**src/rtl/smag2fp_pkg.sv**
```systemverilog
// Shared widths, fp field slices and FSM state encoding for the smag <-> fp converters.
package smag2fp_pkg;
  localparam int MAG_W      = 7;
  localparam int EXP_W      = 4;
  localparam int FRAC_W     = MAG_W + 1;
  localparam int FP_W       = 1 + EXP_W + FRAC_W;
  localparam int FP_SIGN    = FP_W - 1;
  localparam int FP_EXP_HI  = FP_W - 2;
  localparam int FP_EXP_LO  = FRAC_W;
  localparam int FP_FRAC_HI = FRAC_W - 1;
  localparam int FP_FRAC_LO = 0;

  typedef enum logic [1:0] {
    S_IDLE = 2'd0,
    S_NORM = 2'd1,
    S_DONE = 2'd2
  } state_t;

  function automatic logic [FP_W-1:0] pack_fp(input logic s,
                                              input logic [EXP_W-1:0] e,
                                              input logic [FRAC_W-1:0] f);
    return {s, e, f};
  endfunction
endpackage

```
**src/rtl/smag2fp_if.sv**
```systemverilog
// Start/ready/done handshake and data bus of the smag-to-fp converter.
interface smag2fp_if;
  import smag2fp_pkg::*;
  logic            i_start;
  logic [MAG_W:0]  i_smag;
  logic            o_ready;
  logic            o_done;
  logic [FP_W-1:0] o_fp;

  modport master (output i_start, i_smag, input o_ready, o_done, o_fp);
  modport slave  (input i_start, i_smag, output o_ready, o_done, o_fp);
endinterface

```
**src/rtl/smag2fp.sv**
```systemverilog
// Sign-magnitude to {sign, exp, frac} float, normalised one left shift per clock.
// Build option SMAG2FP_NEG_ZERO_EN keeps the sign of a zero magnitude (-0 preserved).
//
// state  | meaning
// S_IDLE | ready, waiting for i_start
// S_NORM | shifting frac left until frac[7]=1 or frac=0
// S_DONE | o_done pulse, result held in r_fp
module smag2fp
  import smag2fp_pkg::*;
(
  input  logic      i_clk,
  input  logic      i_rst,
  smag2fp_if.slave  s_if
);
  state_t              r_state, w_state_nxt;
  logic                r_sign, w_sign_nxt;
  logic [EXP_W-1:0]    r_exp, w_exp_nxt;
  logic [FRAC_W-1:0]   r_frac, w_frac_nxt;
  logic [FP_W-1:0]     r_fp, w_fp_nxt;
  logic                w_zero;
  logic                w_sign_out;

  assign w_zero = (r_frac == '0);

`ifdef SMAG2FP_NEG_ZERO_EN
  assign w_sign_out = r_sign;
`else
  assign w_sign_out = r_sign & ~w_zero;
`endif

  always_ff @(posedge i_clk or posedge i_rst) begin
    if (i_rst) begin
      r_state <= S_IDLE;
      r_sign  <= 1'b0;
      r_exp   <= '0;
      r_frac  <= '0;
      r_fp    <= '0;
    end else begin
      r_state <= w_state_nxt;
      r_sign  <= w_sign_nxt;
      r_exp   <= w_exp_nxt;
      r_frac  <= w_frac_nxt;
      r_fp    <= w_fp_nxt;
    end
  end

  always_comb begin
    w_state_nxt = r_state;
    w_sign_nxt  = r_sign;
    w_exp_nxt   = r_exp;
    w_frac_nxt  = r_frac;
    w_fp_nxt    = r_fp;
    case (r_state)
      S_IDLE: begin
        if (s_if.i_start) begin
          w_sign_nxt  = s_if.i_smag[MAG_W];
          w_frac_nxt  = {s_if.i_smag[MAG_W-1:0], 1'b0};
          w_exp_nxt   = EXP_W'(MAG_W);
          w_state_nxt = S_NORM;
        end
      end
      S_NORM: begin
        // Zero magnitude terminates immediately with exp forced to 0.
        if (r_frac[FRAC_W-1] || w_zero) begin
          w_fp_nxt    = pack_fp(w_sign_out, w_zero ? '0 : r_exp, r_frac);
          w_state_nxt = S_DONE;
        end else begin
          w_frac_nxt = {r_frac[FRAC_W-2:0], 1'b0};
          w_exp_nxt  = r_exp - 1'b1;
        end
      end
      S_DONE:  w_state_nxt = S_IDLE;
      default: w_state_nxt = S_IDLE;
    endcase
  end

  assign s_if.o_ready = (r_state == S_IDLE);
  assign s_if.o_done  = (r_state == S_DONE);
  assign s_if.o_fp    = r_fp;
endmodule
```
**src/flat_wrapper.sv**
```systemverilog
// flat-port wrapper written by rule: the top's interface ports become plain ports
module smag2fp_flat import smag2fp_pkg::*;
  (i_clk, i_rst, s_if_i_start, s_if_i_smag, s_if_o_ready, s_if_o_done, s_if_o_fp);
  smag2fp_if s_if_i ();
  input  logic i_clk;
  input  logic i_rst;
  input wire logic [$bits(s_if_i.i_start)-1:0] s_if_i_start;
  input wire logic [$bits(s_if_i.i_smag)-1:0] s_if_i_smag;
  output wire logic [$bits(s_if_i.o_ready)-1:0] s_if_o_ready;
  output wire logic [$bits(s_if_i.o_done)-1:0] s_if_o_done;
  output wire logic [$bits(s_if_i.o_fp)-1:0] s_if_o_fp;
  assign s_if_i.i_start = s_if_i_start;
  assign s_if_i.i_smag = s_if_i_smag;
  assign s_if_o_ready = s_if_i.o_ready;
  assign s_if_o_done = s_if_i.o_done;
  assign s_if_o_fp = s_if_i.o_fp;
  smag2fp u_core (.i_clk(i_clk), .i_rst(i_rst), .s_if(s_if_i));
endmodule
```
**config.mk**
```make
export PLATFORM = sky130hd
export DESIGN_NAME = smag2fp_flat
export DESIGN_NICKNAME = d
export VERILOG_FILES = /design/src/rtl/smag2fp_pkg.sv /design/src/rtl/smag2fp_if.sv /design/src/rtl/smag2fp.sv /design/src/flat_wrapper.sv
export SDC_FILE = /design/constraint.sdc
export NUM_CORES = 1
export LEC_CHECK = 0
export ABC_AREA = 1
export BUFFER_PORTS_ARGS = -buffer_cell sky130_fd_sc_hd__buf_2
export CORE_MARGIN = 2
export CORE_UTILIZATION = 50
export CTS_CLUSTER_SIZE = 10
export DETAILED_ROUTE_END_ITERATION = 10
export PLACE_DENSITY = 0.75
export SYNTH_ARGS = -nofsm -noshare
export SYNTH_HDL_FRONTEND = slang
export SYNTH_SLANG_ARGS = --single-unit
```
**constraint.sdc**
```tcl
create_clock -name i_clk -period 2.5 [get_ports i_clk]
set_clock_uncertainty 0.1 [all_clocks]
set_input_delay 0.125 -clock i_clk [delete_from_list [all_inputs] [get_ports i_clk]]
set_output_delay 0.125 -clock i_clk [all_outputs]
set_load 0.02 [all_outputs]
```
== Word-level counts from Yosys, hierarchy flattened ==
Cells that the tools add are included.
Storage, ports and cells
  latch bits: 0
  input port bits: 11
  memory bits (read-only): 0
  logic and storage cells: 31
  RAM bits: 0
  bits in registers: 28
  memories: 0
  output and inout port bits: 15
Operators by class
  eq/ne operators: 5
  magnitude comparators: 0
  muxes and demuxes: 10
  add/sub/neg operators: 1
  $mul: 0
  bitwise logic cells: 2
  shifts and indexed selects: 0
  divide/modulo/power cells: 0
  reductions and logical operators: 8
Operators by type and width (count)
  $mux 8: 2
  $pmux 8 s2: 1
  $mux 4: 3
  $logic_not 8->1: 1
  $pmux 4 s2: 1
  $reduce_and 2->1: 3
  $mux 2: 2
  $ne 2x2->1 const B: 2
  $pmux 2 s2: 1
  $sub 4x1->4 const B: 1
  $reduce_and 3->1: 1
  $eq 2x1->1 const B: 1
  $eq 2x2->1 const B: 1
  $logic_not 2->1: 1
  $ne 2x1->1 const B: 1
  $reduce_bool 2->1: 1
  $and 1x1->1: 1
  $logic_or 1x1->1: 1
  $not 1->1: 1

== Logic depth before layout (Yosys ltp) ==
  depth in word-level cells: 4
  depth in mapped cells: 9

== Worst setup path after synthesis ==
Ideal clock, no wire load.
  kind: register -> register
  start point: reg u_core.r_state[0]
  end point: reg u_core.r_exp[0]
  arrival time: 1.264 ns
  setup slack: 1.019 ns
  data required time: 2.284 ns
  setup time: 0.116 ns
  period minus slack after synthesis: 1.481 ns
  path buffers: 1
  stages on the path, launching flop included: 6
  path through: dfrtp_1 > nor2_1 > nand2_1 > buf_2 > nand3_1 > nand2_1
On the way
  longest elaborated chain between the ends: 3
  elaborated cells on any way between the ends: 7
  classes of those cells: eq/ne: 3; mux: 1; reduce/logical: 3
RTL lines
  from (decl): line smag2fp.sv:15  | state_t r_state, w_state_nxt;
  from (signal assigned): line smag2fp.sv:39  | r_state <= w_state_nxt;
  $logic_not 2->1 *
  named net s_if_o_ready: line flat_wrapper.sv:9  | output wire logic [$bits(s_if_i.o_ready)-1:0] s_if_o_ready;
  $ne 2x2->1 (no source line) or $reduce_bool 2->1 (tied branches)
  $reduce_and 3->1 (no source line)
  to (signal assigned): line smag2fp.sv:41  | r_exp <= w_exp_nxt;
  to (decl): line smag2fp.sv:17  | logic [EXP_W-1:0] r_exp, w_exp_nxt;
The timed path passes the listed nets; every way through them passes the cells marked *.
A chain may end at the register's enable or synchronous reset.

== Worst setup path after layout ==
  start point: reg u_core.r_state[1]
  end point: reg u_core.r_frac[3]
On the way
  longest elaborated chain between the ends: 3
  elaborated cells on any way between the ends: 7
  classes of those cells: eq/ne: 3; mux: 1; reduce/logical: 3
RTL lines
  $eq 2x1->1 or $logic_not 2->1 (tied branches): line smag2fp.sv:53  | case (r_state)
  $ne 2x2->1 (no source line) or $reduce_bool 2->1 (tied branches)
  $reduce_and 3->1 (no source line)
  to (signal assigned): line smag2fp.sv:42  | r_frac <= w_frac_nxt;
  to (decl): line smag2fp.sv:18  | logic [FRAC_W-1:0] r_frac, w_frac_nxt;
Parallel ways exist; a longest one is shown, timed or not.

==> results.ini <==
[timing]
post-route-period-util_pct=65.1
setup_ws_ns=0.874
grt_setup_unrepaired=no
fmax_mhz=615
hold_slack_ns=0.0144
worstMarginPinSlew_ns=0.972
hold_viol=0
slew_headroom_pct=35.1
setup_viol=0
drv_slew=0
fin_crit_ns=1.63
final.setup.tns_ns=0

[drt]
vias=992
drt-total-wl_mm=2.35
wl_per_cell_um=11.9
viasPerCell=5.01
dr.pass1.iters=4
drc_errors=0
drt_iter0_drc=21
drtAntennaViolNets=0

[final_layout]
syn_to_final_growth_pct=14.9
post-route-util_pct=62.2
fin_nets=183
diodes=0
drive_gt1_share_pct=30.0

[cts]
htree_levels=1
clk_latency_ns=0.32
cts_tree=built
cts_max_path_buffers=2
clk_pin_slew_worst_paths_ns=0.13
cts_sinks=26
cts-buffers-inserted=3
clockRootBuffer=clkbuf_4

[synth]
syn_nets=156
synth_commonest_cells=nand2_1, dfrtp_1, nand3_1, o21ai_0, inv_1
async_flop_share_pct=100
synth_area_leaders=dfrtp_1, nand2_1, nand3_1
ys_seq_area_share_pct=52.8
ys_ff_latch=26
synth_edf_count=0
ys.flop_type=dfrtp_1
yosysUniqueCellTypes=20
synth_top_area_share_pct=52.8
synth_top_area_cell=dfrtp_1
syn-cell-area_sq_mm=0.00123
ys_warn_count=0
yosys.cell_count.top_type=nand2_1
avgSynthCellArea_sq_um=8.55
syn_inst=144

[die]
dieArea_sq_mm=0.00288
die_w_um=53.6
core_area_sq_mm=0.00228
io_pins=26
initial_utilization_pct=54.1
die_h_um=53.6
num_rows=17

[critical_path]
crit_path_max_fanout=15
cp-endpoint=u_core.r_frac[3]
crit_chain=inv_1, nand2_2, inv_2, nand3_2, nand2_2, nand2_1, nand2_1
cp_data_arrival_time_ns=1.78
startpoint_type=register
rr_startpoint=u_core.r_state[1]
critPathBufInv=2
worst_r2r_endpoint=u_core.r_frac[3]
crit_path_start=u_core.r_state[1]
end_kind=register
worstSetupPathType=register to register
required_ns=2.66
cpLargestDelayFamily=simple AND/OR/NAND/NOR gates
crit_slowest_cell=dfrtp_1
crit_cells=7
r2r_setup_slack_ns=0.87
cpPeakStageDelay_ns=0.40
ff2ff_path_depth=7

[global_routing]
grt_max_degree=27
grt_antenna_before_repair=0
grt_pass1_wl_mm=3.95
grtUsageTotal_pct=19.1
grt_pass1_vias=922
overflow=0

[flow_run]
maxCapViolCount=0

[status]
outcome=completed

[power]
irDropWorstVdd_uv=747
p_per_area_mw_per_mm2=1400
cellLeakagePower_uw=0.000781

[worst_hold_path]
hp-class=input port to register
min_from=s_if_i_smag[3]

[place]
gp_congestion=0.816
hpwl_mm=1.67
io_buffers=24
pre_cts_ws_ns=0.918

[final cells by class]
type	count	area [sq um]
flip-flops and latches	26	651
well taps	28	35.0
clock buffers	4	36.3
repair buffers	28	160
inverters	15	56.3
multi-input cells	97	477
fillers	193	861
[how the worst min path moves through the flow]
stage	endpoint	cells past startpoint
after floorplan	u_core.r_exp[0]	1
after global placement	u_core.r_frac[1]	3
after detailed placement	u_core.r_frac[1]	3
after CTS	u_core.r_frac[4]	5
after global routing	u_core.r_frac[7]	5
final	u_core.r_frac[4]	5
[per-stage QoR]
stage	power, uW	area, sq um	std cells
after global routing	2150	1420	198
final	1980	1420	198
after CTS	1990	1420	198
after global placement	1730	1340	190
after floorplan	1570	1230	144
after detailed placement	1770	1340	190
[metal layers]
metal	global-route usage (%)	vias up	routed length (um)
met1	24.2	457	1130
met3	2.50	5	76
met4	7.69	0	29
met2	32.9	27	1110
li1	-	503	-
met5	0	-	0
[what timing repair did]
item,CTS,global route
setup buffers,0,0
endpoints found under the hold margin,28,0
resized for setup,0,0
hold buffers,4,0
[logic make-up after synthesis]
group,count (synthesis),synth area share (%)
compound gates,19,9.86
fa+ha+maj,1,1.02
buf+inv,21,8.43
flops,26,52.8
mux,1,0.915
other cells,1,0.305
simple gates,75,26.6
[worst min-delay path: cells and delay by family]
kind                   cells  cell delay, ns
AOI/OAI and AO/OA          1            0.06
buffers and inverters      1            0.07
and+or+nand+nor            3            0.14
[cells in the final DEF, fill, tap and decap left out, types with 2 or more instances in the layout]
cell type      Yosys  routed
a21oi_1            2       2
buf_2              2      24
clkbuf_4           0       3
dfrtp_1           26      26
dlygate4sd3_1      0       4
inv_1              8       8
inv_2              7       7
nand2_1           48      48
nand2_2            5       5
nand3_1           13      13
nor2_1             5       5
o21ai_0           10      10
o21ai_2            7       7
[power by group]
group	total (uW)	switching (uW)	internal (uW)	leakage, uW
Clock	210	121	88.9	0.0000210
Combinational	1030	696	330	0.000435
Sequential	741	122	618	0.000326
Total	1980	939	1040	0.000781
[state kept, by name (all words and copies together), names as in the netlist]
signal,flops
u_core.r_exp,4
u_core.r_frac,7
u_core.r_sign,1
u_core.r_state,2
u_core.s_if.o_fp,12
No activity file was read; power rests on OpenSTA's default activity.
